$ cat src/rtl/alu_pkg.sv
// Shared opcode and flag definitions for the shared 4-bit ALU and its arbiter.
package alu_pkg;

    localparam int unsigned OP_W  = 3;
    localparam int unsigned FLG_W = 5;

    localparam logic [OP_W-1:0] OP_ADD = 3'b000;
    localparam logic [OP_W-1:0] OP_SUB = 3'b001;
    localparam logic [OP_W-1:0] OP_NOT = 3'b010;
    localparam logic [OP_W-1:0] OP_AND = 3'b011;
    localparam logic [OP_W-1:0] OP_OR  = 3'b100;
    localparam logic [OP_W-1:0] OP_XOR = 3'b101;
    localparam logic [OP_W-1:0] OP_SLT = 3'b110;
    localparam logic [OP_W-1:0] OP_EQ  = 3'b111;

    localparam int unsigned FLG_OV    = 4;
    localparam int unsigned FLG_CARRY = 3;
    localparam int unsigned FLG_ZERO  = 2;
    localparam int unsigned FLG_COMP  = 1;
    localparam int unsigned FLG_EQ    = 0;

endpackage

$ cat src/rtl/alu4_core.sv
// Purely combinational ALU: arithmetic, logic and compare ops with a 5-bit flag vector.
module alu4_core
    import alu_pkg::*;
#(
    parameter int unsigned DATA_W = 4
) (
    input  logic [DATA_W-1:0] a,
    input  logic [DATA_W-1:0] b,
    input  logic [OP_W-1:0]   op,
    output logic [DATA_W-1:0] result,
    output logic [FLG_W-1:0]  flags
);

    localparam int unsigned MSB = DATA_W - 1;

    logic [DATA_W:0] sum;
    logic [DATA_W:0] diff;

    // Extra top bit of sum is the carry; top bit of diff is the borrow.
    assign sum  = {1'b0, a} + {1'b0, b};
    assign diff = {1'b0, a} - {1'b0, b};

    always_comb begin
        result = '0;
        flags  = '0;
        case (op)
            OP_ADD: begin
                result           = sum[DATA_W-1:0];
                flags[FLG_CARRY] = sum[DATA_W];
                flags[FLG_OV]    = (a[MSB] == b[MSB]) && (sum[MSB] != a[MSB]);
            end
            OP_SUB: begin
                result           = diff[DATA_W-1:0];
                flags[FLG_CARRY] = diff[DATA_W];
                flags[FLG_OV]    = (a[MSB] != b[MSB]) && (diff[MSB] != a[MSB]);
            end
            OP_NOT: result = ~a;
            OP_AND: result = a & b;
            OP_OR:  result = a | b;
            OP_XOR: result = a ^ b;
            OP_SLT: flags[FLG_COMP] = $signed(a) < $signed(b);
            OP_EQ:  flags[FLG_EQ]   = (a == b);
            default: result = '0;
        endcase
        flags[FLG_ZERO] = (result == '0);
    end

endmodule

$ cat src/rtl/alu_share_arb.sv
// Round-robin sharing of one alu4_core between two requesters, with a single
// registered, id-tagged response slot under valid/ready backpressure.
module alu_share_arb
    import alu_pkg::*;
#(
    parameter int unsigned DATA_W = 4,
    parameter int unsigned CNT_W  = 8
) (
    input  logic              clk,
    input  logic              rst_n,
    input  logic [1:0]        req_valid,
    output logic [1:0]        req_ready,
    input  logic [OP_W-1:0]   req_op0,
    input  logic [DATA_W-1:0] req_a0,
    input  logic [DATA_W-1:0] req_b0,
    input  logic [OP_W-1:0]   req_op1,
    input  logic [DATA_W-1:0] req_a1,
    input  logic [DATA_W-1:0] req_b1,
    output logic              rsp_valid,
    input  logic              rsp_ready,
    output logic              rsp_id,
    output logic [DATA_W-1:0] rsp_result,
    output logic [FLG_W-1:0]  rsp_flags,
    output logic [CNT_W-1:0]  ops_done
);

    logic              last_grant;
    logic [1:0]        grant_c;
    logic              slot_free_c;
    logic              accept_c;
    logic              sel_c;
    logic [OP_W-1:0]   core_op_c;
    logic [DATA_W-1:0] core_a_c;
    logic [DATA_W-1:0] core_b_c;
    logic [DATA_W-1:0] core_result_c;
    logic [FLG_W-1:0]  core_flags_c;

    // Round-robin: a lone requester wins; on a tie the one not granted last wins.
    always_comb begin
        grant_c = 2'b00;
        case (req_valid)
            2'b01:   grant_c = 2'b01;
            2'b10:   grant_c = 2'b10;
            2'b11:   grant_c = last_grant ? 2'b01 : 2'b10;
            default: grant_c = 2'b00;
        endcase
    end

    // Ready is held low during reset so nothing looks accepted while state clears.
    always_comb begin
        slot_free_c = !rsp_valid || rsp_ready;
        req_ready   = (slot_free_c && rst_n) ? grant_c : 2'b00;
        accept_c    = |(req_valid & req_ready);
        sel_c       = grant_c[1];
    end

    always_comb begin
        core_op_c = sel_c ? req_op1 : req_op0;
        core_a_c  = sel_c ? req_a1  : req_a0;
        core_b_c  = sel_c ? req_b1  : req_b0;
    end

    alu4_core #(
        .DATA_W (DATA_W)
    ) u_core (
        .a      (core_a_c),
        .b      (core_b_c),
        .op     (core_op_c),
        .result (core_result_c),
        .flags  (core_flags_c)
    );

    // Response slot: a new accept overwrites a draining entry for back-to-back throughput.
    always_ff @(posedge clk or negedge rst_n) begin
        if (!rst_n) begin
            rsp_valid  <= 1'b0;
            rsp_id     <= 1'b0;
            rsp_result <= '0;
            rsp_flags  <= '0;
            last_grant <= 1'b1;
        end else if (accept_c) begin
            rsp_valid  <= 1'b1;
            rsp_id     <= sel_c;
            rsp_result <= core_result_c;
            rsp_flags  <= core_flags_c;
            last_grant <= sel_c;
        end else if (rsp_ready) begin
            rsp_valid  <= 1'b0;
        end
    end

    always_ff @(posedge clk or negedge rst_n) begin
        if (!rst_n) begin
            ops_done <= '0;
        end else if (rsp_valid && rsp_ready) begin
            ops_done <= ops_done + CNT_W'(1);
        end
    end

endmodule
$ cat config.mk
export PLATFORM = sky130hd
export DESIGN_NAME = alu_share_arb
export DESIGN_NICKNAME = d
export VERILOG_FILES = /design/src/rtl/alu_pkg.sv /design/src/rtl/alu4_core.sv /design/src/rtl/alu_share_arb.sv
export SDC_FILE = /design/constraint.sdc
export NUM_CORES = 1
export LEC_CHECK = 0
export BUFFER_PORTS_ARGS = -buffer_cell sky130_fd_sc_hd__clkbuf_2
export CAP_MARGIN = 20
export CORE_MARGIN = 1.5
export CORE_UTILIZATION = 58
export CTS_BUF_LIST = sky130_fd_sc_hd__clkbuf_4
export DETAILED_ROUTE_END_ITERATION = 7
export GPL_ROUTABILITY_DRIVEN = 1
export PLACE_DENSITY = 0.88
export SYNTH_ARGS = -nofsm -noshare
export SYNTH_HDL_FRONTEND = slang
export SYNTH_HIERARCHICAL = 1
export SYNTH_SLANG_ARGS = --single-unit
$ cat constraint.sdc
create_clock -name clk -period 6 [get_ports clk]
set_input_delay 0.9 -clock clk [delete_from_list [all_inputs] [get_ports clk]]
set_output_delay 0.9 -clock clk [all_outputs]
set_load 0.02 [all_outputs]
==> PnR_summary.wiki, run 1 <==
{| class="wikitable"
! Metric !! Value
|-
| Worst min-delay path startpoint || ops_done[7]$_DFFE_PN0P_
|-
| Highest metal layer with signal wires || met4
|-
| Maximum frequency from static timing analysis || 0.288 GHz
|-
| Most frequent standard cell in the layout excluding fill and tap cells || clkbuf_2
|-
| Number of global-route vias before repair || 1,234
|-
| Setup TNS || 0 ns
|-
| Largest net degree at the start of global routing || 27
|-
| Mapped Area || 1640 sq um
|-
| Reg-to-reg startpoint || last_grant$_DFFE_PN1P_
|-
| Overall power || 552 uW
|-
| Actual slew at the worst max-slew pin || 0.717 ns
|-
| Synth Area per Inst || 10.0 sq um
|-
| Post-DP HPWL || 2580 microns
|-
| Portion of the post-synthesis area used by sequential elements || 30.5%
|-
| Input/output buffers || 47
|-
| Share of flip-flops with an asynchronous set or reset after synthesis || 100%
|-
| Count of cell types in the netlist || 48
|-
| Met3 WL || 152 microns
|-
| Run status || completed
|-
| Horizontal die dimension || 56.2 microns
|-
| Worst IR drop on VDD || 0.338 mV
|-
| Net count of the mapped netlist || 206
|-
| Die area || 3160 sq um
|-
| Post-Route M1 WL || 1380 microns
|-
| Total GRT Usage || 21.5%
|-
| Cell with the biggest individual delay on the critical path || a21boi_2
|-
| Top cell type's share of synthesized area || 28.9%
|-
| R2R depth || 12
|-
| Layout cell share with drive strength beyond 1 || 39.4%
|-
| Site row count || 19
|-
| Final setup violation count || 0
|-
| Clk sink count || 20
|-
| Count of hold buffers inserted by post-cts repair || 0
|-
| Net switching power || 236 uW
|-
| Routed length per placed instance || 13.5 microns
|-
| Max-slew violation count || 0
|-
| Power Internal || 317 uW
|-
| Largest incremental delay on the critical path || 0.60 ns
|-
| Number of buffers added by the clock tree synthesis step || 3
|-
| First-iteration detailed-routing DRC count || 46
|-
| Top-level I/O count || 48
|-
| Path type of the worst min-delay path || reg -> reg
|-
| Leak || 0.927 nW
|-
| Final period utilization || 57.9%
|-
| Worst-case clock skew || 0.00448 ns
|-
| Highest-count cells in the layout ignoring fill and taps || clkbuf_2, mux2_2, dfrtp_1
|-
| CTS tree || built
|-
| Hold Path Sink || ops_done[7]$_DFFE_PN0P_
|-
| Max capacitance violation total || 0
|-
| Slew headroom || 51.9%
|-
| Slack of the worst reg-to-reg path || 2.90 ns
|-
| Top cells by area, synth || dfrtp_1, mux2_2, ha_1, xnor2_1, nand2_1
|-
| Initial core utilization || 60.6%
|-
| Core utilization of the finished layout || 69.0%
|-
| Die Height || 56.2 microns
|-
| Worst Path Arrival || 3.72 ns
|-
| Critical-path cell list || clkbuf_2 -> a21boi_2 -> mux2_2 -> inv_1 -> ha_1 -> inv_1 -> fa_1 -> nor2_1 -> xnor2_1 -> mux2i_1 -> o21a_1 -> nor4_2 -> mux2_2
|-
| Switching power share of the total || 42.7%
|-
| Post-CTS setup buffer count || 0
|-
| End of the worst register-to-register path || rsp_flags[2]$_DFFE_PN0P_
|-
| Worst Path Max Fanout || 12
|-
| Max Root-Sink Buffers || 2
|-
| Synth Register Bits || 20
|-
| Core box area || 2710 sq um
|-
| Met2 wire length || 1670 microns
|-
| P per Cell Area || 295 nW/um^2
|-
| Data required time at the worst endpoint || 6.25 ns
|-
| Count of flip-flops with a built-in enable after synthesis || 0
|-
| CTS Root Buffer Type || clkbuf_4
|-
| Area added between synthesis and finish || 13.8%
|-
| Number of antenna violations at the first check in global routing || 0
|-
| Later-pin clock latency in the skew report || 0.30 ns
|-
| Number of remaining DRC errors || 0
|-
| Wire length after detailed routing || 3220 microns
|-
| Total of fill cells in the finished design || 229
|-
| Total gr overflow || 0
|-
| Final Hold Violating Endpoints || 0
|-
| Category of the worst setup path launch point || primary input
|-
| Endpoint type of the worst setup path || register
|-
| Antenna Violating Nets Remaining || 0
|-
| Number of cells upsized or downsized after cts || 0
|-
| Tmin final || 3.47 ns
|-
| Final net count || 251
|-
| Share of total power in combinational logic || 50.6%
|-
| Share of power burned in the clock network || 12.0%
|-
| Initial DRT Pass Iterations || 4
|-
| Unrepaired setup endpoints after global routing || false
|-
| WHS Path Cells || 1
|-
| Via count || 1,330
|-
| Primary FF master, synth || dfrtp_1
|-
| Synthesis Warnings || 6
|-
| Final weighted congestion of routability-driven global placement || 0.855
|-
| Part of the total power dissipated in sequential elements || 37.4%
|-
| Via-to-Cell Ratio || 5.56
|-
| Synthesized netlist cell count || 164
|-
| Clock edge transition at the registers on the reported setup and hold paths || 0.12 ns
|-
| Depth of the CTS H-tree || 1
|-
| Startpoint-to-endpoint class of the critical path || in -> reg
|-
| First-pass GRT wire length || 5380 microns
|-
| Cell type with the largest total area after synthesis || dfrtp_1
|-
| ANT cells || 0
|}
[cell type report]
| cell class | instances | area [sq um] | area share, % |
|---|---|---|---|
| clock buffers | 3 | 22.5 | 1.20 |
| clock inverters | 1 | 3.75 | 0.201 |
| inverters | 11 | 41.3 | 2.21 |
| multi-input cells | 126 | 1030 | 54.9 |
| flip-flops and latches | 20 | 502 | 26.8 |
| well taps | 31 | 38.8 | 2.07 |
| repair buffers | 47 | 235 | 12.6 |
[critical path: cells and delay by family]
kind	cells	cell delay (ns)
xor gates and xnor gates	1	0.13
muxes	3	0.69
AOI/OAI and AO/OA	2	0.80
and+or+nand+nor	2	0.37
adders and majority gates	2	0.55
buffers and inverters	3	0.27
[metrics by stage]
step                      instances  setup slack, ns  hold WS, ns  instance area (sq um)
after floorplan                 164             2.79        0.475                   1640
after global placement          235             2.26        0.462                   1840
after detailed placement        235             2.15        0.470                   1840
after CTS                       239             2.47        0.487                   1870
after global routing            239             2.32        0.511                   1870
final                           239             2.53        0.489                   1870
[power groups by stage]
stage                     sequential (mW)  clock [mW]  combinational (mW)
after detailed placement            0.209           0               0.281
final                               0.207      0.0661               0.279
after floorplan                     0.248           0               0.171
after CTS                           0.206      0.0668               0.282
after global routing                0.211      0.0744               0.309
after global placement              0.206           0               0.273
[flip-flops by register name (all words and copies together), names as in the netlist]
name,cells
rsp_id,1
rsp_valid,1
rsp_result,4
last_grant,1
rsp_flags,5
ops_done,8
[per-layer routing]
layer / track usage (%) / up-vias
met1: 27.1 / 631
met5: 0 / -
li1: - / 660
met3: 5.12 / 2
met2: 37.8 / 37
met4: 4.08 / 0
[synthesized netlist by cell type (all sizes together) (2+ instances only)]
master	count
nand3	2
mux2	21
a21oi	6
nand4	4
xor2	2
clkbuf	2
nor2	8
nor3b	2
a22oi	3
and3	3
nor3	2
xnor2	11
inv	11
dfrtp	19
nor2b	2
buf	5
fa	2
ha	13
nand2	15
o21bai	2
o21ai	10
[kinds of logic (layout without fill, tap and decap cells)]
kind of cell	count (synthesis)	count (layout)	share of synthesized area (%)
DFF	20	20	30.5
AOI/OAI and AO/OA	31	31	14.0
xor gates and xnor gates	13	13	6.93
muxes	22	22	15.0
buffers and inverters	18	62	7.01
and+or+nand+nor	45	45	14.2
adders and majority gates	15	15	12.3
[worst max path at each step]
stage / slack [ns] / cells past startpoint / endpoint / from
2_1_floorplan: 2.79 / 13 / rsp_flags[2]$_DFFE_PN0P_ / req_valid[1]
3_3_place_gp: 2.26 / 13 / rsp_flags[2]$_DFFE_PN0P_ / req_valid[0]
3_5_place_dp: 2.15 / 13 / rsp_flags[2]$_DFFE_PN0P_ / req_valid[1]
4_1_cts: 2.47 / 13 / rsp_flags[2]$_DFFE_PN0P_ / req_valid[0]
5_1_grt: 2.32 / 13 / rsp_flags[2]$_DFFE_PN0P_ / req_valid[1]
6_report: 2.53 / 13 / rsp_flags[2]$_DFFE_PN0P_ / req_valid[1]
Note: power is estimated with default switching activity, not from simulation.
==> run 2, diff against run 1 <==
ABC_AREA = 1   (was not set)
CORE_UTILIZATION = 54   (was 58)
PLACE_DENSITY = 0.82   (was 0.88)
clock period = 3.5 ns   (was 6 ns; I/O delays follow)
==> PnR_summary.wiki, run 2 <==
{| class="wikitable"
! Metric !! Value
|-
| Run status || completed
|-
| Compound-gate portion of the synthesized area || 4.91%
|-
| Final setup violation count || 0
|-
| Worst Path Arrival || 3.03 ns
|-
| Mapped Area || 1760 sq um
|-
| Arithmetic-cell share of the synthesized area counting full adders, half adders and majority gates || 11.5%
|-
| Origin of the worst setup path || last_grant$_DFFE_PN1P_
|-
| End of the worst register-to-register path || rsp_flags[2]$_DFFE_PN0P_
|-
| Startpoint-to-endpoint class of the critical path || reg -> reg
|-
| Post-placement setup slack || 0.615 ns
|-
| Number of antenna violations at the first check in global routing || 0
|-
| Clock edge transition at the registers on the reported setup and hold paths || 0.11 ns
|-
| Final Hold Violating Endpoints || 0
|-
| Actual slew at the worst max-slew pin || 0.520 ns
|-
| Max Root-Sink Buffers || 2
|-
| Top-level I/O count || 48
|-
| Synth Register Bits || 20
|-
| Site row count || 20
|-
| Primary FF master, synth || dfrtp_1
|-
| Initial DRT Pass Iterations || 5
|-
| Via-to-Cell Ratio || 5.09
|-
| Maximum frequency from static timing analysis || 0.357 GHz
|-
| Depth of the CTS H-tree || 1
|-
| Count of cell types in the netlist || 30
|-
| CTS tree || built
|-
| Final period utilization || 80.0%
|-
| First-iteration detailed-routing DRC count || 128
|-
| Max-slew violation count || 0
|-
| R2R depth || 18
|-
| Input/output buffers || 47
|-
| Final net count || 350
|-
| Count of hold buffers inserted by post-cts repair || 0
|-
| P per Cell Area || 586 nW/um^2
|-
| Die Height || 60.1 microns
|-
| Highest-count cells in the layout ignoring fill and taps || nand2_1, clkbuf_2, inv_1
|-
| Top cells by area, synth || dfrtp_1, nand2_1, ha_1, nand3_1, inv_1
|-
| Total of fill cells in the finished design || 312
|-
| Worst Path Max Fanout || 13
|-
| Clk sink count || 20
|-
| Worst IR drop on VDD || 0.197 mV
|-
| Data required time at the worst endpoint || 3.73 ns
|-
| Core box area || 3080 sq um
|-
| Net count of the mapped netlist || 303
|-
| Total GRT Usage || 22.7%
|-
| Count of flip-flops with a built-in enable after synthesis || 0
|-
| Synthesis Warnings || 6
|-
| Setup TNS || 0 ns
|-
| Cell type with the largest total area after synthesis || dfrtp_1
|-
| Area added between synthesis and finish || 15.4%
|-
| Routed length per placed instance || 10.7 microns
|-
| Synthesized netlist cell count || 261
|-
| Unrepaired setup endpoints after global routing || false
|-
| Number of global-route vias before repair || 1,597
|-
| Register ranked first by flip-flop count || ops_done
|-
| First-pass GRT wire length || 6400 microns
|-
| Reg-to-reg startpoint || last_grant$_DFFE_PN1P_
|-
| Number of remaining DRC errors || 0
|-
| Largest net degree at the start of global routing || 23
|-
| Most repeated cell in the gate-level netlist after synthesis || nand2_1
|-
| CTS Root Buffer Type || clkbuf_4
|-
| Post-synthesis mux area share || 0.640%
|-
| Layout cell share with drive strength beyond 1 || 22.8%
|-
| Initial core utilization || 57.2%
|-
| Number of buffers added by the clock tree synthesis step || 3
|-
| Wire length after detailed routing || 3750 microns
|-
| Most frequent cells after synthesis || nand2_1, inv_1, nand3_1
|-
| Horizontal die dimension || 60.1 microns
|-
| Synth Area per Inst || 6.74 sq um
|-
| Post-DP HPWL || 3070 microns
|-
| Xor-xnor portion of the synthesized cell area || 1.99%
|-
| Slew headroom || 65.3%
|-
| Total gr overflow || 0
|-
| Die area || 3610 sq um
|-
| Portion of the post-synthesis area used by sequential elements || 28.5%
|-
| Most frequent standard cell in the layout excluding fill and tap cells || nand2_1
|-
| Top cell type's share of synthesized area || 27.0%
|-
| Slack of the worst reg-to-reg path || 0.70 ns
|-
| Max capacitance violation total || 0
|-
| Endpoint type of the worst setup path || register
|-
| Via count || 1,785
|-
| Largest regs || ops_done (8), rsp_flags (5), rsp_result (4)
|-
| Area share of and/or/nand/nor cells after synthesis || 41.3%
|-
| Final worst slack || 0.698 ns
|-
| Tmin final || 2.80 ns
|-
| Number of cells upsized or downsized after cts || 0
|-
| Antenna Violating Nets Remaining || 0
|-
| ANT cells || 0
|-
| Post-CTS setup buffer count || 0
|-
| Category of the worst setup path launch point || register
|-
| Path type of the worst min-delay path || in -> async
|-
| Leak || 1.23 nW
|-
| Later-pin clock latency in the skew report || 0.29 ns
|-
| Flip-flop count of the largest register, all copies and words added || 8
|-
| Combinational family with the most area after synthesis || simple AND/OR/NAND/NOR gates
|-
| Worst-case clock skew || 0.0106 ns
|-
| Final weighted congestion of routability-driven global placement || 0.961
|-
| Share of flip-flops with an asynchronous set or reset after synthesis || 100%
|}
==> run 2: cell types whose count changed after synthesis, sizes merged, moves of 5 or more <==
cell	delta
o21ai	-5
nor2	+10
nand2	+87
mux2	-20
inv	+26
xnor2	-10
nand3	+31
==> run 2: worst max-delay path by stage <==
stage                               end  slack (ns)  cells after the start
6_report       rsp_flags[2]$_DFFE_PN0P_        0.70                     18
3_3_place_gp   rsp_flags[2]$_DFFE_PN0P_        0.68                     19
2_1_floorplan  rsp_flags[2]$_DFFE_PN0P_        1.13                     18
3_5_place_dp   rsp_flags[2]$_DFFE_PN0P_        0.61                     18
5_1_grt        rsp_flags[2]$_DFFE_PN0P_        0.36                     18
4_1_cts        rsp_flags[2]$_DFFE_PN0P_        0.68                     18
==> run 2: critical path: stages, from the launching register on <==
cell	delay, ns
dfstp_2	0.52
inv_1	0.05
nand2_1	0.08
nand2_1	0.06
buf_4	0.17
inv_1	0.25
nand2_1	0.09
nand2_1	0.09
inv_1	0.07
ha_1	0.19
inv_1	0.10
fa_1	0.44
nand4_2	0.10
nand3_1	0.08
nor2_1	0.15
nand3_1	0.10
nor2_2	0.08
nand2_1	0.05
nand2_1	0.06
==> run 2: area by class of cell <==
class                           count  area [sq um]  area share, %
Clock buffer                        3          22.5           1.11
Clock inverter                      1          3.75          0.185
Inverter                           37           141           6.97
Multi-Input combinational cell    198          1060           52.3
Sequential cell                    20           502           24.7
Tap cell                           44          55.1           2.71
Timing Repair Buffer               48           243           12.0
==> run 2: metal layers <==
metal,track usage (%),wire length (microns),part of all wire (%)
met5,0,0,0
met4,10.8,68,1.8
met3,2.38,180,4.8
met2,41.5,1830,49
met1,26.2,1670,45
==> run 2: report_power, final <==
group | switching, mW | total [mW] | leakage [nW] | internal (mW)
clock | 0.0650 | 0.106 | 0.0154 | 0.0414
sequential | 0.0698 | 0.384 | 0.254 | 0.315
combinational | 0.458 | 0.698 | 0.965 | 0.240
==> run 2: stage by stage <==
step | hold slack (ns) | instances | power (mW) | cell area [sq um] | utilization (%)
after floorplan | 0.229 | 261 | 0.899 | 1760 | -
after global placement | 0.455 | 347 | 1.07 | 2000 | 65.1
after detailed placement | 0.459 | 347 | 1.09 | 2000 | 65.1
after CTS | 0.196 | 351 | 1.19 | 2030 | 65.9
after global routing | 0.209 | 351 | 1.31 | 2030 | 65.9
final | 0.182 | 351 | 1.19 | 2030 | 65.9
==> run 2: logic make-up (layout without fill, tap and decap cells) <==
logic type,after synthesis,after routing
simple gates,165,165
buf+inv,43,89
flops,20,20
fa+ha+maj,15,15
compound gates,13,13
xor+xnor,4,4
mux,1,1
